File: src/rtl/clk_ratio_meter.sv
// clk_ratio_meter
// Measures the period of a divided clock (sampled as data in the clk domain)
// over a fixed gate window. It reports the number of complete periods and
// their minimum, maximum and sum, all in clk cycles.
//
// Timing: the result registers and timeout load on the same edge that enters
// DONE. As a result, done, busy and valid results are all visible together
// during the single DONE cycle. The results then hold until the next accepted
// start clears them.

module clk_ratio_meter #(
    parameter int CNT_W       = 16,
    parameter int GATE_CYCLES = 1000
) (
    input  logic             clk,
    input  logic             rst,
    input  logic             div_in,
    input  logic             start,
    output logic             busy,
    output logic             done,
    output logic             timeout,
    output logic [CNT_W-1:0] edge_cnt,
    output logic [CNT_W-1:0] min_period,
    output logic [CNT_W-1:0] max_period,
    output logic [CNT_W-1:0] sum_cycles
);

    typedef enum logic [1:0] {
        S_IDLE      = 2'd0,
        S_WAIT_EDGE = 2'd1,
        S_MEASURE   = 2'd2,
        S_DONE      = 2'd3
    } state_t;

    localparam logic [CNT_W-1:0] GATE_LAST = CNT_W'(GATE_CYCLES - 1);
    localparam logic [CNT_W-1:0] CNT_ONE   = CNT_W'(1);
    localparam logic [CNT_W-1:0] CNT_ZERO  = '0;
    localparam logic [CNT_W-1:0] CNT_MAX   = '1;

    // Input path: two-flop synchroniser plus a delay flop for edge detection
    logic r_sync1;
    logic r_sync2;
    logic r_dly;
    logic w_edge;

    // FSM state and measurement registers
    state_t           r_state;
    state_t           w_next_state;
    logic [CNT_W-1:0] r_gate_cnt,   w_gate_cnt_nxt;
    logic [CNT_W-1:0] r_period_cnt, w_period_cnt_nxt;
    logic [CNT_W-1:0] r_edge_cnt,   w_edge_cnt_nxt;
    logic [CNT_W-1:0] r_sum,        w_sum_nxt;
    logic [CNT_W-1:0] r_min,        w_min_nxt;
    logic [CNT_W-1:0] r_max,        w_max_nxt;
    logic             w_accept;
    logic             w_set_timeout;

    // Registered results
    logic             r_timeout;
    logic [CNT_W-1:0] r_res_edge_cnt;
    logic [CNT_W-1:0] r_res_min;
    logic [CNT_W-1:0] r_res_max;
    logic [CNT_W-1:0] r_res_sum;

    // Synchronise div_in and keep a one-cycle-old copy for rising-edge detection
    // NOTE: sequential state uses non-blocking (<=) so every flop samples the
    // pre-edge value of its neighbour; blocking here would collapse the chain.
    always_ff @(posedge clk or posedge rst) begin
        if (rst) begin
            r_sync1 <= 1'b0;
            r_sync2 <= 1'b0;
            r_dly   <= 1'b0;
        end else begin
            r_sync1 <= div_in;
            r_sync2 <= r_sync1;
            r_dly   <= r_sync2;
        end
    end

    // The latency through the sync/delay chain is fixed, so periods are exact
    assign w_edge = r_sync2 & ~r_dly;

    // Next-state and next-value logic for the measurement FSM
    // NOTE: every signal written here gets a default first, so no path can
    // leave one unassigned and infer a latch.
    always_comb begin
        w_next_state     = r_state;
        w_gate_cnt_nxt   = r_gate_cnt;
        w_period_cnt_nxt = r_period_cnt;
        w_edge_cnt_nxt   = r_edge_cnt;
        w_sum_nxt        = r_sum;
        w_min_nxt        = r_min;
        w_max_nxt        = r_max;
        w_accept         = 1'b0;
        w_set_timeout    = 1'b0;

        unique case (r_state)
            S_IDLE: begin
                if (start) begin
                    w_accept         = 1'b1;
                    w_next_state     = S_WAIT_EDGE;
                    w_gate_cnt_nxt   = CNT_ZERO;
                    w_period_cnt_nxt = CNT_ZERO;
                    w_edge_cnt_nxt   = CNT_ZERO;
                    w_sum_nxt        = CNT_ZERO;
                    w_min_nxt        = CNT_MAX;
                    w_max_nxt        = CNT_ZERO;
                end
            end

            S_WAIT_EDGE: begin
                w_gate_cnt_nxt = r_gate_cnt + CNT_ONE;
                if (w_edge) begin
                    // The first edge only opens the gate; it ends no period
                    w_next_state     = S_MEASURE;
                    w_gate_cnt_nxt   = CNT_ZERO;
                    w_period_cnt_nxt = CNT_ONE;
                end else if (r_gate_cnt == GATE_LAST) begin
                    w_next_state  = S_DONE;
                    w_set_timeout = 1'b1;
                end
            end

            S_MEASURE: begin
                w_gate_cnt_nxt   = r_gate_cnt + CNT_ONE;
                w_period_cnt_nxt = (r_period_cnt == CNT_MAX) ? CNT_MAX
                                                             : r_period_cnt + CNT_ONE;
                if (w_edge) begin
                    w_edge_cnt_nxt   = r_edge_cnt + CNT_ONE;
                    w_sum_nxt        = r_sum + r_period_cnt;
                    w_min_nxt        = (r_period_cnt < r_min) ? r_period_cnt : r_min;
                    w_max_nxt        = (r_period_cnt > r_max) ? r_period_cnt : r_max;
                    w_period_cnt_nxt = CNT_ONE;
                end
                // An edge on the final gate cycle is counted above; any
                // partial period still in progress is dropped here
                if (r_gate_cnt == GATE_LAST) begin
                    w_next_state = S_DONE;
                end
            end

            S_DONE: begin
                w_next_state = S_IDLE;
            end

            default: begin
                w_next_state = S_IDLE;
            end
        endcase
    end

    // State and measurement register update
    always_ff @(posedge clk or posedge rst) begin
        if (rst) begin
            r_state      <= S_IDLE;
            r_gate_cnt   <= CNT_ZERO;
            r_period_cnt <= CNT_ZERO;
            r_edge_cnt   <= CNT_ZERO;
            r_sum        <= CNT_ZERO;
            r_min        <= CNT_ZERO;
            r_max        <= CNT_ZERO;
        end else begin
            r_state      <= w_next_state;
            r_gate_cnt   <= w_gate_cnt_nxt;
            r_period_cnt <= w_period_cnt_nxt;
            r_edge_cnt   <= w_edge_cnt_nxt;
            r_sum        <= w_sum_nxt;
            r_min        <= w_min_nxt;
            r_max        <= w_max_nxt;
        end
    end

    // Result registers: cleared on an accepted start, loaded on entry to DONE
    always_ff @(posedge clk or posedge rst) begin
        if (rst) begin
            r_timeout      <= 1'b0;
            r_res_edge_cnt <= CNT_ZERO;
            r_res_min      <= CNT_ZERO;
            r_res_max      <= CNT_ZERO;
            r_res_sum      <= CNT_ZERO;
        end else if (w_accept) begin
            r_timeout      <= 1'b0;
            r_res_edge_cnt <= CNT_ZERO;
            r_res_min      <= CNT_ZERO;
            r_res_max      <= CNT_ZERO;
            r_res_sum      <= CNT_ZERO;
        end else if (w_next_state == S_DONE && r_state != S_DONE) begin
            r_timeout      <= w_set_timeout;
            r_res_edge_cnt <= w_edge_cnt_nxt;
            // With no period measured, min would still be all-ones; report 0
            r_res_min      <= (w_edge_cnt_nxt == CNT_ZERO) ? CNT_ZERO : w_min_nxt;
            r_res_max      <= w_max_nxt;
            r_res_sum      <= w_sum_nxt;
        end
    end

    assign busy       = (r_state != S_IDLE);
    assign done       = (r_state == S_DONE);
    assign timeout    = r_timeout;
    assign edge_cnt   = r_res_edge_cnt;
    assign min_period = r_res_min;
    assign max_period = r_res_max;
    assign sum_cycles = r_res_sum;

endmodule
File: config.mk
export PLATFORM = sky130hd
export DESIGN_NAME = clk_ratio_meter
export DESIGN_NICKNAME = d
export VERILOG_FILES = /design/src/rtl/clk_ratio_meter.sv
export SDC_FILE = /design/constraint.sdc
export NUM_CORES = 1
export LEC_CHECK = 0
export ABC_CLOCK_PERIOD_IN_PS = 5800
export BUFFER_PORTS_ARGS = -buffer_cell sky130_fd_sc_hd__buf_4
export CORE_MARGIN = 3
export CORE_UTILIZATION = 45
export CTS_BUF_LIST = sky130_fd_sc_hd__clkbuf_2 sky130_fd_sc_hd__clkbuf_4 sky130_fd_sc_hd__clkbuf_8
export CTS_CLUSTER_DIAMETER = 120
export DETAILED_ROUTE_END_ITERATION = 10
export PLACE_DENSITY = 0.63
export SLEW_MARGIN = 5
export SYNTH_ARGS = -nofsm -noshare
export SYNTH_HDL_FRONTEND = slang
export SYNTH_SLANG_ARGS = --single-unit
File: constraint.sdc
create_clock -name clk -period 5.8 [get_ports clk]
set_input_delay 1.16 -clock clk [delete_from_list [all_inputs] [get_ports clk]]
set_output_delay 1.16 -clock clk [all_outputs]
set_load 0.1 [all_outputs]
# ---- Yosys cells after proc, flatten, opt, wreduce, memory -nomap -nowiden
# Cells that the tools add are included.
dict set report word_totals {
  register_bits 166
  latchBits 0
  ramBits 0
  rom_bits 0
  input_bits 4
  out_inout_bits 67
  elab_cells 81
  n_memories 0
}
dict set report op_classes {
  add_sub_neg 4
  n_mul 0
  div 0
  order_cmp 2
  eq_ne 9
  n_shift 0
  muxes 41
  n_bitwise 2
  reduce_logical 8
}
# operator n
set op_table {}
lappend op_table {{$mux 16} 24}
lappend op_table {{$pmux 16 s2} 4}
lappend op_table {{$pmux 16 s3} 2}
lappend op_table {{$add 16x1->16 const B} 3}
lappend op_table {{$add 16x16->16} 1}
lappend op_table {{$eq 16x10->1 const B} 1}
lappend op_table {{$eq 16x16->1 const B} 1}
lappend op_table {{$gt 16x16->1} 1}
lappend op_table {{$logic_not 16->1} 1}
lappend op_table {{$lt 16x16->1} 1}
lappend op_table {{$pmux 2 s4} 1}
lappend op_table {{$mux 1} 7}
lappend op_table {{$eq 2x2->1 const B} 3}
lappend op_table {{$mux 2} 3}
lappend op_table {{$ne 2x2->1 const B} 3}
lappend op_table {{$reduce_bool 2->1} 2}
lappend op_table {{$reduce_and 3->1} 1}
lappend op_table {{$reduce_bool 3->1} 1}
lappend op_table {{$eq 2x1->1 const B} 1}
lappend op_table {{$logic_not 2->1} 1}
lappend op_table {{$reduce_and 2->1} 1}
lappend op_table {{$and 1x1->1} 1}
lappend op_table {{$logic_and 1x1->1} 1}
lappend op_table {{$not 1->1} 1}

# ---- Logic depth before layout (Yosys ltp)
dict set report depth {
  ltp_word 8
  depth_mapped 12
  ltp_nobuf 10
}

# ---- Worst setup path before layout
# No wires, ideal clock.
dict set report synth_timing {
  path_kind {in2reg}
  start {in start}
  end {reg r_res_min[10] (netlist: min_period[10])}
  setup_ps 122
  arrival_ps 2761
  required_ps 5678
  slack_ps 2918
  path_stages 8
  n_path_buf 1
  cell_sequence {mux2i_1 > a22oi_1 > nand3_1 > a221o_1 > nor4_4 > a41oi_4 > buf_6 > a22o_1}
}
dict set report synth_via {
  elab_chain_len 6
  word_cells_on_any_way 15
  cone_classes {eq/ne: 1; mux: 11; reduce/logical: 3}
}
# element line_no
set synth_lines {}
lappend synth_lines {{start: declaration} 18} ;# input logic start,
lappend synth_lines {{$mux 16} 99} ;# if (start) begin
lappend synth_lines {{$pmux 16 s2} 97} ;# unique case (r_state)
lappend synth_lines {{named net w_edge_cnt_nxt[9]} 51} ;# logic [CNT_W-1:0] r_edge_cnt, w_edge_cnt_nxt;
lappend synth_lines {{$logic_not 16->1} 191} ;# r_res_min <= (w_edge_cnt_nxt == CNT_ZERO) ? CNT_ZERO : w_min_nxt;
lappend synth_lines {{$mux 16} 191}
lappend synth_lines {{$mux 16} 187} ;# end else if (w_next_state == S_DONE && r_state != S_DONE) begin
lappend synth_lines {{$mux 16} 181} ;# end else if (w_accept) begin
lappend synth_lines {{end signal: assignment} 191}
lappend synth_lines {{end: declaration} 61} ;# logic [CNT_W-1:0] r_res_min;
# The timed path passes the listed nets, and every way through them passes these cells. The select of a mux whose other input is x is not followed.
# A chain may end at the register's enable or synchronous reset.

# ---- Worst setup path after layout
dict set report layout_timing {
  start {reg r_state[0]}
  end {reg r_res_min[14] (netlist: min_period[14])}
}
dict set report layout_via {
  elab_chain_len 6
  word_cells_on_any_way 19
  cone_classes {eq/ne: 5; mux: 10; reduce/logical: 4}
}
# element line_no
set layout_lines {}
lappend layout_lines {{start: declaration} 47} ;# state_t r_state;
lappend layout_lines {{start signal: assignment} 163} ;# r_state <= w_next_state;
lappend layout_lines {{$eq 2x2->1 (tied with other cells)} 97}
lappend layout_lines {{$pmux 16 s2 or $mux 2 (tied branches)} {97, 113}}
lappend layout_lines {{$logic_not 16->1 or $pmux 2 s4 (tied branches)} {191, 97}}
lappend layout_lines {{$mux 16 or $eq 2x2->1 (tied branches)} {191, 187}}
lappend layout_lines {{$mux 16 or $logic_and 1x1->1 (tied branches)} 187}
lappend layout_lines {{$mux 16 or $reduce_bool 2->1 (tied branches)} -}
# Parallel ways exist; a longest one is shown, timed or not. The select of a mux whose other input is x is not followed.

==> summary.txt <==
PortBufs = 70
GPL Wtd Cong = 0.901
Initial Utilization = 46.8%
Post-route clock period utilization = 69.4%
Cts repair resizes = 0
Die Area = 21,600 um^2
Status = finished, final reports clean
Total GRT Usage = 20.9%
CP required = 6200 ps
Post-synth EDFFs = 0
Cell Pwr Density = 307 nW/um^2
Synth cell types = 70
Most common cell after layout, fill and taps aside = dfrtp_1
Critical path class = flip-flop to flip-flop
Worst skew pair latency = 460 ps
Clock sinks = 166
P&R area growth vs syn = 13.5%
Core area = 19,100 um^2
Reg2reg setup slack = 1770 ps
Commonest cells after routing, fill and taps aside = dfrtp_1 (166), nand2_1 (117), buf_4 (81), o21ai_0 (61), nand3_1 (56)
Share of layout cells above drive strength 1 = 14.0%
Die height = 147 um
Maximum vdd drop = 0.000162 V
Worst Path Max Fanout = 22
CTS buffer count = 17
Static leakage = 4.95 nW
Fmax = 248 MHz
Clock buffer depth = 2
Antenna Cells = 0
Worst slew margin = 24.0%
Final Max Tran Viols = 0
First-pass GRT wire length = 36.7 mm
Ys flop type = dfrtp_1
RSZ-0062 raised after global routing = no
Area of the mapped netlist = 8950 um^2
Largest net degree at the start of global routing = 91
Sequential cell area = 4150 um^2
CP Capture Type = flip-flop
Worst Skew = 13.8 ps
Ys Warns = 0
Drt first pass iters = 7
Vias in the first global route = 6,904
Setup Buffers After CTS = 0
Post-Syn Instances = 919
Via count = 7,117
Die extent in x = 147 um
Fillers = 1,760
Post-cts hold buffer count = 0
Total negative setup slack = 0 ps
Routed Antenna Nets = 0
Row count = 50
Remaining global-route overflow = 0
Max Cap Viol = 0
Initial antenna violation count = 0
DRC = 0
Top Ports = 71
Mapped Nets = 978
Fin area = 10,200 um^2
Vias/cell = 5.71
Min-delay worst type = flip-flop to flip-flop
Final setup fails = 0
Routed WL per cell = 18.0 um
Arr. time, crit path = 4430 ps
Layout Nets = 1,032
Sequential area share after synthesis = 46.4%
Clk slew on worst S/H paths = 90 ps
Yosys reg bits = 166
Multi-input logic area = 4390 um^2
Final HPWL DP = 15.5 mm
H-tree Lvls = 4
Critical Path Source Type = flip-flop
Final wirelength = 22.5 mm
Area post-placement = 9710 um^2
DRT iter0 DRCs = 488
Pwr Total = 3.12 mW
Tightest Pin Transition = 1140 ps
Final min period = 4030 ps
Root buffer cell = clkbuf_8
Synthesized area per cell = 9.74 um^2
Endpoints failing hold = 0
CTS tree = built
Asr flop ratio synth = 100%
==> where the power goes <==
group	total [mW]	switching, mW	leakage (nW)	internal (mW)
combinational	0.741	0.441	2.51	0.300
sequential	1.43	0.154	2.21	1.27
clock	0.947	0.467	0.224	0.480
total	3.12	1.06	4.95	2.05
==> kinds of logic (layout without fill, tap and decap cells) <==
family | after synthesis | in the layout | share of synthesized area, %
AO/OA/AOI/OAI | 242 | 242 | 19.6
buffers and inverters | 102 | 169 | 4.54
AND/OR/NAND/NOR | 318 | 318 | 18.1
adder cells (fa/ha/maj) | 55 | 55 | 7.77
multiplexers | 5 | 5 | 0.559
flip-flops | 166 | 166 | 46.4
XOR/XNOR | 31 | 31 | 3.03
==> final timing paths <==
path | startpoint | cells after the start | end
max in group asynchronous | rst | 3 | sum_cycles[2]
min in group asynchronous | rst | 2 | r_period_cnt[10]
max reg2reg | r_state[0] | 7 | min_period[14]
min | r_sync1 | 0 | r_sync2
min reg2reg | r_sync1 | 0 | r_sync2
max | r_state[0] | 7 | min_period[14]
==> sequential cells by signal (all words and copies together) (netlist names), 2 cells and up <==
| signal | count |
|---|---|
| edge_cnt | 16 |
| max_period | 16 |
| min_period | 16 |
| r_edge_cnt | 16 |
| r_gate_cnt | 16 |
| r_max | 16 |
| r_min | 16 |
| r_period_cnt | 16 |
| r_sum | 16 |
| sum_cycles | 16 |
| r_state | 2 |
==> worst max-delay path, stage by stage (launching register included) <==
cell and delay (ps):
dfrtp_1 420, inv_1 110, ha_1 700, inv_1 540, nand3_1 200, nand4b_1 800
a41oi_4 920, a22o_2 250
==> cell usage after synthesis, types with 10 or more instances <==
| cell | n | area, um^2 |
|---|---|---|
| a21o_1 | 18 | 135 |
| buf_2 | 10 | 50.1 |
| a22o_1 | 31 | 272 |
| dfrtp_1 | 166 | 4150 |
| nand2_1 | 117 | 439 |
| inv_1 | 55 | 206 |
| clkbuf_1 | 29 | 109 |
| a221o_1 | 31 | 310 |
| nor2_1 | 39 | 146 |
| xnor2_1 | 19 | 166 |
| a21oi_1 | 35 | 175 |
| xor2_1 | 12 | 105 |
| o21ai_0 | 61 | 305 |
| and3_1 | 24 | 150 |
| ha_1 | 54 | 676 |
| nand3_1 | 56 | 280 |
| nor3_1 | 16 | 80.1 |
==> layout make-up <==
cell class / instances / area share (%)
timing repair buffer: 82 / 6.18
multi-input combinational: 651 / 43.2
sequential: 166 / 40.9
clock buffer: 17 / 2.30
clock inverter: 15 / 2.11
inverter: 55 / 2.08
tap: 260 / 3.20
==> metrics by stage <==
step / setup WS (ps) / cells / hold WS, ps / utilization, %
final: 1770 / 1246 / 357 / 53.1
after global routing: 1410 / 1246 / 394 / 53.1
after CTS: 1800 / 1246 / 361 / 53.1
after detailed placement: 1810 / 1214 / 344 / 50.7
after global placement: 1930 / 1214 / 334 / 50.7
after floorplan: 150 / 919 / 331 / -
==> per-layer routing <==
metal	vias to the layer above	part of all wire, %	global-route usage [%]
met1	3502	48	30.4
met5	-	0	0
met2	148	46	32.5
met3	22	4.3	4.01
li1	3445	-	-
met4	0	1.3	4.99
No activity file was read; power rests on OpenSTA's default activity.
